$ cat src/rtl/mem_stream_pkg.sv
// Shared defaults and pointer helper for the mem-backed stream FIFO.
package mem_stream_pkg;

  localparam int unsigned DEFAULT_DATA_W   = 16;
  localparam int unsigned DEFAULT_MEM_SIZE = 1000;

  // Wraps at size-1 explicitly so non-power-of-two depths work.
  function automatic int unsigned ptr_inc(input int unsigned ptr, input int unsigned size);
    return (ptr >= size - 32'd1) ? 32'd0 : ptr + 32'd1;
  endfunction

endpackage

$ cat src/rtl/mem_stream_skid.sv
// Two-entry output buffer absorbing the one-cycle synchronous read latency of mem.
module mem_stream_skid
  import mem_stream_pkg::*;
#(
  parameter int unsigned DATA_W = DEFAULT_DATA_W
) (
  input  logic              clk,
  input  logic              rst,
  input  logic              cap_valid,
  input  logic [DATA_W-1:0] cap_data,
  input  logic              out_ready,
  output logic              out_valid,
  output logic [DATA_W-1:0] out_data,
  output logic              pop,
  output logic [1:0]        occ
);

  logic [DATA_W-1:0] ent0_q, ent1_q, ent0_d, ent1_d;
  logic [1:0]        occ_q, occ_d;

  assign out_valid = !rst && (occ_q != 2'd0);
  assign pop       = out_valid & out_ready;
  assign out_data  = ent0_q;
  assign occ       = occ_q;

  // Capture slot is occ-pop, so entry 0 can be refilled in the cycle it is popped.
  always_comb begin
    ent0_d = pop ? ent1_q : ent0_q;
    ent1_d = ent1_q;
    occ_d  = occ_q + {1'b0, cap_valid} - {1'b0, pop};
    if (cap_valid) begin
      if ((occ_q - {1'b0, pop}) == 2'd0)
        ent0_d = cap_data;
      else
        ent1_d = cap_data;
    end
  end

  always_ff @(posedge clk) begin
    if (rst)
      occ_q <= '0;
    else
      occ_q <= occ_d;
  end

  always_ff @(posedge clk) begin
    ent0_q <= ent0_d;
    ent1_q <= ent1_d;
  end

endmodule

$ cat src/rtl/mem_stream_fifo.sv
// Valid/ready stream FIFO controller driving an external dual-port mem with 1-cycle reads.
module mem_stream_fifo
  import mem_stream_pkg::*;
#(
  parameter int unsigned DATA_W   = DEFAULT_DATA_W,
  parameter int unsigned MEM_SIZE = DEFAULT_MEM_SIZE,
  parameter int unsigned ADDR_W   = $clog2(MEM_SIZE),
  parameter int unsigned CNT_W    = $clog2(MEM_SIZE + 3)
) (
  input  logic              clk,
  input  logic              rst,
  input  logic              in_valid,
  output logic              in_ready,
  input  logic [DATA_W-1:0] in_data,
  output logic              out_valid,
  input  logic              out_ready,
  output logic [DATA_W-1:0] out_data,
  output logic              mem_write,
  output logic [ADDR_W-1:0] mem_addr_w,
  output logic [DATA_W-1:0] mem_data_in,
  output logic              mem_read,
  output logic [ADDR_W-1:0] mem_addr_r,
  input  logic [DATA_W-1:0] mem_data_out,
  output logic [CNT_W-1:0]  count
);

  localparam logic [CNT_W-1:0] MEM_FULL = CNT_W'(MEM_SIZE);

  logic [ADDR_W-1:0] wr_ptr, rd_ptr;
  logic [CNT_W-1:0]  mem_cnt;
  logic              rd_pend;
  logic [1:0]        occ;
  logic              pop;
  logic [2:0]        skid_lvl;

  assign in_ready    = !rst && (mem_cnt < MEM_FULL);
  assign mem_write   = in_valid & in_ready;
  assign mem_addr_w  = wr_ptr;
  assign mem_data_in = in_data;

  // Reads come only from registered mem_cnt, so a read never hits the address written this cycle.
  assign skid_lvl   = {1'b0, occ} + {2'b00, rd_pend};
  assign mem_read   = !rst && (mem_cnt != '0) && (skid_lvl < (3'd2 + {2'b00, pop}));
  assign mem_addr_r = rd_ptr;

  assign count = rst ? '0 : (mem_cnt + CNT_W'(rd_pend) + CNT_W'(occ));

  always_ff @(posedge clk) begin
    if (rst) begin
      wr_ptr  <= '0;
      rd_ptr  <= '0;
      mem_cnt <= '0;
      rd_pend <= 1'b0;
    end else begin
      if (mem_write)
        wr_ptr <= ADDR_W'(ptr_inc(32'(wr_ptr), MEM_SIZE));
      if (mem_read)
        rd_ptr <= ADDR_W'(ptr_inc(32'(rd_ptr), MEM_SIZE));
      mem_cnt <= mem_cnt + CNT_W'(mem_write) - CNT_W'(mem_read);
      rd_pend <= mem_read;
    end
  end

  mem_stream_skid #(
    .DATA_W(DATA_W)
  ) u_skid (
    .clk      (clk),
    .rst      (rst),
    .cap_valid(rd_pend),
    .cap_data (mem_data_out),
    .out_ready(out_ready),
    .out_valid(out_valid),
    .out_data (out_data),
    .pop      (pop),
    .occ      (occ)
  );

endmodule

$ cat config.mk
export PLATFORM = sky130hd
export DESIGN_NAME = mem_stream_fifo
export DESIGN_NICKNAME = d
export VERILOG_FILES = /design/src/rtl/mem_stream_pkg.sv /design/src/rtl/mem_stream_skid.sv /design/src/rtl/mem_stream_fifo.sv
export SDC_FILE = /design/constraint.sdc
export NUM_CORES = 1
export LEC_CHECK = 0
export BUFFER_PORTS_ARGS = -buffer_cell sky130_fd_sc_hd__buf_2
export CAP_MARGIN = 30
export CORE_MARGIN = 2
export CORE_UTILIZATION = 52
export DETAILED_ROUTE_END_ITERATION = 10
export PLACE_DENSITY = 0.8
export SLEW_MARGIN = 10
export SYNTH_ARGS = -nofsm -noshare
export SYNTH_HDL_FRONTEND = slang
export SYNTH_SLANG_ARGS = --single-unit
$ cat constraint.sdc
create_clock -name clk -period 4.75 [get_ports clk]
set_input_delay 0.475 -clock clk [delete_from_list [all_inputs] [get_ports clk]]
set_output_delay 0.475 -clock clk [all_outputs]
set_load 0.02 [all_outputs]
* Word-level counts from Yosys, hierarchy flattened
Cells that the tools add are included.
Storage, ports and cells: flip-flop bits (word level) 65, logic and storage cells 40, input port bits 36
Cells by class: reductions and logical operators 9, magnitude comparators 4, multiplexer cells 6, $add $sub $neg 11, bitwise gates (word level) 3
Operators with widths (number):
- two-way mux 16 bit | 3
- two-way mux 10 bit | 3
- adder 10 x 1 -> 10 bit | 2
- adder 10 x 1 -> 10 bit (second input constant) | 2
- >= comparator 10 bit (second input constant) | 2
- adder 10 x 2 -> 10 bit | 1
- less-than comparator 10 bit (second input constant) | 1
- nonzero test 10 bit | 1
- subtractor 10 x 1 -> 10 bit | 1
- logical AND 1 bit | 4
- subtractor 2 x 1 -> 2 bit | 2
- adder 2 x 1 -> 3 bit | 1
- adder 2 x 1 -> 3 bit (first input constant) | 1
- less-than comparator 3 bit | 1
- adder 2 x 1 -> 2 bit | 1
- bitwise AND 1 bit | 2
- zero test 2 bit | 1
- AND reduction 2 bit | 1
- nonzero test 2 bit | 1
- zero test 1 bit | 1
- NOT 1 bit | 1

* Depth between registers and ports, before layout
depth after elaboration 7, depth in mapped cells 15, mapped depth without buffers 15

* Modules after synthesis
A second synthesis with hierarchy kept.
Unflattened totals: cell total of the unflattened synthesis 399, area total of the unflattened synthesis 3718.6 sq um
Modules (own cells, without submodules):
- mem_stream_fifo | instances 1, cells an instance 270, area an instance 2279.7 sq um
- mem_stream_skid | instances 1, cells an instance 129, area an instance 1438.9 sq um

* Worst setup path before layout
No wires, ideal clock.
path type reg2reg, from register rd_pend, to register mem_cnt[8], setup slack 1282 ps, data arrival time 3341 ps, buffers on the path 0, setup time 128 ps, cell stages (with the launch flop) 16, path through dfxtp_1 ha_1 ha_1 o41ai_4 o311ai_2 clkinv_1 ha_1 inv_1 ha_1 inv_1 fa_1 nand2b_1 a2111oi_0 o31ai_1 xor2_1 nor2_1
Between the ends: longest elaborated chain between the ends 4
RTL lines:
- start, declared | line mem_stream_fifo.sv:31 | logic rd_pend;
- start signal, assigned | line mem_stream_fifo.sv:60 | rd_pend <= mem_read;
- adder 2 x 1 -> 3 bit | line mem_stream_fifo.sv:42 | assign skid_lvl = {1'b0, occ} + {2'b00, rd_pend};
- less-than comparator 3 bit | line mem_stream_fifo.sv:43 | assign mem_read = !rst && (mem_cnt != '0) && (skid_lvl < (3'd2 + {2'b00, pop}));
- logical AND 1 bit | line mem_stream_fifo.sv:43
- via mem_read | line mem_stream_fifo.sv:21 | output logic mem_read,
- subtractor 10 x 1 -> 10 bit | line mem_stream_fifo.sv:59 | mem_cnt <= mem_cnt + CNT_W'(mem_write) - CNT_W'(mem_read);
- end signal, assigned | line mem_stream_fifo.sv:59
- end, declared | line mem_stream_fifo.sv:30 | logic [CNT_W-1:0] mem_cnt;
The timed path passes the listed nets, and every way through them passes these cells. A chain may end at the register's enable or synchronous reset.

* Final worst setup path
from register rd_pend, to register mem_cnt[8]
Between the ends: longest elaborated chain between the ends 4
RTL lines (line):
- adder 2 x 1 -> 3 bit | mem_stream_fifo.sv:42
- less-than comparator 3 bit | mem_stream_fifo.sv:43
- logical AND 1 bit | mem_stream_fifo.sv:43
- subtractor 10 x 1 -> 10 bit | mem_stream_fifo.sv:59
Every way passes these cells.

==> results.md <==
- Status: complete, no violations
- Max_slew headroom: 55.4%
- CTS resizes: 0
- Post-route cell area: 0.00405 mm^2
- Synth Area in Adders: 12.3%
- Clock transition at path regs: 0.08 ns
- Final core occ: 60.5%
- Placed Area: 0.00384 mm^2
- Worst-Margin Slew: 0.664 ns
- Pleak: 1.90 nW
- Initial antenna violation count: 0
- Pwr Density: 631 mW/mm^2
- Area grow syn2layout: 14.7%
- Vias in the first global route: 2440
- CTS buffer count: 9
- I/O pins: 102
- Fmax: 273 MHz
- CP required: 5.03 ns
- Post-synthesis cell area: 0.00353 mm^2
- Routed len/inst: 13.5 um
- Worst skew pair latency: 0.35 ns
- Mux cell area share after synthesis: 4.86%
- Yosys top cell by area: dfxtp_1
- Hold WS: 0.312 ns
- Clock Skew: 0.00684 ns
- Antenna Cells: 0
- Rows: 30
- Register area: 0.00146 mm^2
- Post-Syn Nets: 447
- Global route overflow: 0
- Clock buffer depth: 2
- Hold Vio Cnt, Final: 0
- Post-Route WL: 7060 um
- Placer Congestion: 0.894
- Initial Util: 52.8%
- Die width: 86.3 um
- CTS Hold Bufs: 0
- Final Net Count: 507
- Final slew viol count: 0
- Ys async rst share: 0%
- DRC Markers: 0
- Total negative setup slack: 0 ns
- Simple-Gate Fraction of Synth Area: 16.0%
- Iter 0 DRT Violations: 192
- Largest net degree at the start of global routing: 33
- Library cells used by synthesis: 46
- Vias: 2756
- Arrival time at the worst endpoint: 3.95 ns
- GRT Resource Usage Total: 18.8%
- Max cap viols: 0
- Filler cells: 573
- H-tree levels: 3
- Global-route wire length before repair: 11200 um
- Synth Instances: 378
- CTS root buf: clkbuf_8
- Syn. warnings: 0
- Vias/cell: 5.27
- Multi-input logic area: 0.00179 mm^2
- Post-synth top cells: 58 x nor2_1, 49 x dfxtp_1, 32 x a21oi_1
- Crit Path Class: reg -> reg
- Min-Delay Path Class: in -> reg
- Number of flops mapped to enable cells by yosys: 16
- Final Setup Violations: 0
- Synth Area in XOR/XNOR: 5.96%
- Worst setup SP type: flop
- Count of clock tree sinks: 65
- Synth top area cells: dfxtp_1 28%, edfxtp_1 14%, ha_1 11%, nor2_1 6.2%, a21oi_1 4.5%
- Clock tree from TritonCTS: done
- Post-Syn Area per Cell: 9.33 um^2
- Most frequent cell after synthesis: nor2_1
- Sequential cell area fraction in the yosys report: 41.4%
- RSZ-0062 raised after global routing: no
- Largest family of logic cells by synthesized area: simple AND/OR/NAND/NOR gates
- Period minus WS final: 3.67 ns
- Drt first pass iters: 4
- Die area: 0.00746 mm^2
- Main synth FF type: dfxtp_1
- Core box area: 0.00668 mm^2
- HPWL after DPL: 5090 um
- Detail Route Antenna Nets: 0
- Layout cell share with drive strength beyond 1: 21.9%
- Setup bufs post-CTS: 0
- Crit Path Max Fanout: 13
- Chip Height: 86.3 um
- IO Port Bufs: 69
- Ratio of final minimum period to clock period: 77.2%
- Synthesized flop and latch total: 65
- Synth Area in Compound Gates: 11.5%
- Top-area cell type share of the netlist area: 27.8%
- Maximum VDD drop: 0.390 mV
- Worst setup EP type: flop
worst max-delay path: stages, from the launching register on:
cell and delay (ns):
dfxtp_1 0.42, ha_1 0.29, o41ai_4 0.36, o311ai_2 0.16
buf_4 0.20, clkinv_1 0.07, ha_1 0.22, inv_1 0.06
ha_1 0.15, inv_1 0.05, fa_1 0.38, nand2b_1 0.17
a2111oi_0 0.60, o31ai_1 0.19, xor2_1 0.16, nor2_1 0.12
area by class of cell:
type / count / area share (%)
Multi-Input combinational cell: 258 / 44.2
Sequential cell: 65 / 36.1
Timing Repair Buffer: 74 / 9.46
Clock buffer: 9 / 3.06
Inverter: 30 / 2.78
Tap cell: 80 / 2.47
Clock inverter: 7 / 1.92
state kept, by name (all words and copies together), names as in the netlist:
signal,count
mem_addr_r,10
u_skid.out_data,16
mem_addr_w,10
u_skid.occ,2
mem_cnt,10
u_skid.ent1_q,16
rd_pend,1
path summary, 6_finish.rpt:
path / start / to / slack [ns] / depth (start not counted)
setup / recovery: rd_pend$_SDFF_PP0_ / mem_cnt[8]$_SDFF_PP0_ / 1.08 / 15
hold / removal: mem_data_out[7] / u_skid.ent1_q[7]$_DFFE_PP_ / 0.31 / 1
setup reg to reg: rd_pend$_SDFF_PP0_ / mem_cnt[8]$_SDFF_PP0_ / 1.08 / 15
hold reg to reg: mem_addr_w[9]$_SDFFE_PP0P_ / mem_addr_w[9]$_SDFFE_PP0P_ / 0.50 / 2
layer usage:
metal  share of wire [%]  track usage (%)  vias to the layer above
li1                    -                -                     1396
met1                  44             25.0                     1268
met3                 6.2             5.71                        8
met2                  48             28.6                       84
met4                 1.7             7.81                        0
met5                   0                0                        -
power breakdown:
group          internal (mW)  switching, mW
clock                  0.246          0.231
combinational          0.501          0.710
sequential             0.749          0.113
total                   1.50           1.05
cell usage in the layout (no fill, tap or decap), drive strengths merged, types with 3 or more instances in the layout:
cell type,n
buf,74
nor2,58
dfxtp,49
a21oi,32
ha,30
inv,30
nand2,20
xnor2,18
mux2i,16
edfxtp,16
nand3,12
clkbuf,9
o21ai,9
nor2b,7
nand4,7
xor2,6
clkinv,5
and3,3
nor3,3
a31oi,3
fa,3
metrics by stage:
step                      setup slack [ns]  std cells  power (mW)
after floorplan                       1.28        378        1.78
after global placement                1.17        507        2.03
after detailed placement              1.10        507        2.08
after CTS                             1.08        523        2.57
after global routing                 0.771        523        2.75
final                                 1.08        523        2.55
cell families (layout without fill, tap and decap cells):
group | after synthesis | count (layout)
fa+ha+maj | 33 | 33
simple gates | 122 | 122
buf+inv | 55 | 120
xor+xnor | 24 | 24
mux | 17 | 17
flops | 65 | 65
compound gates | 62 | 62
Note: power is estimated with default switching activity, not from simulation.
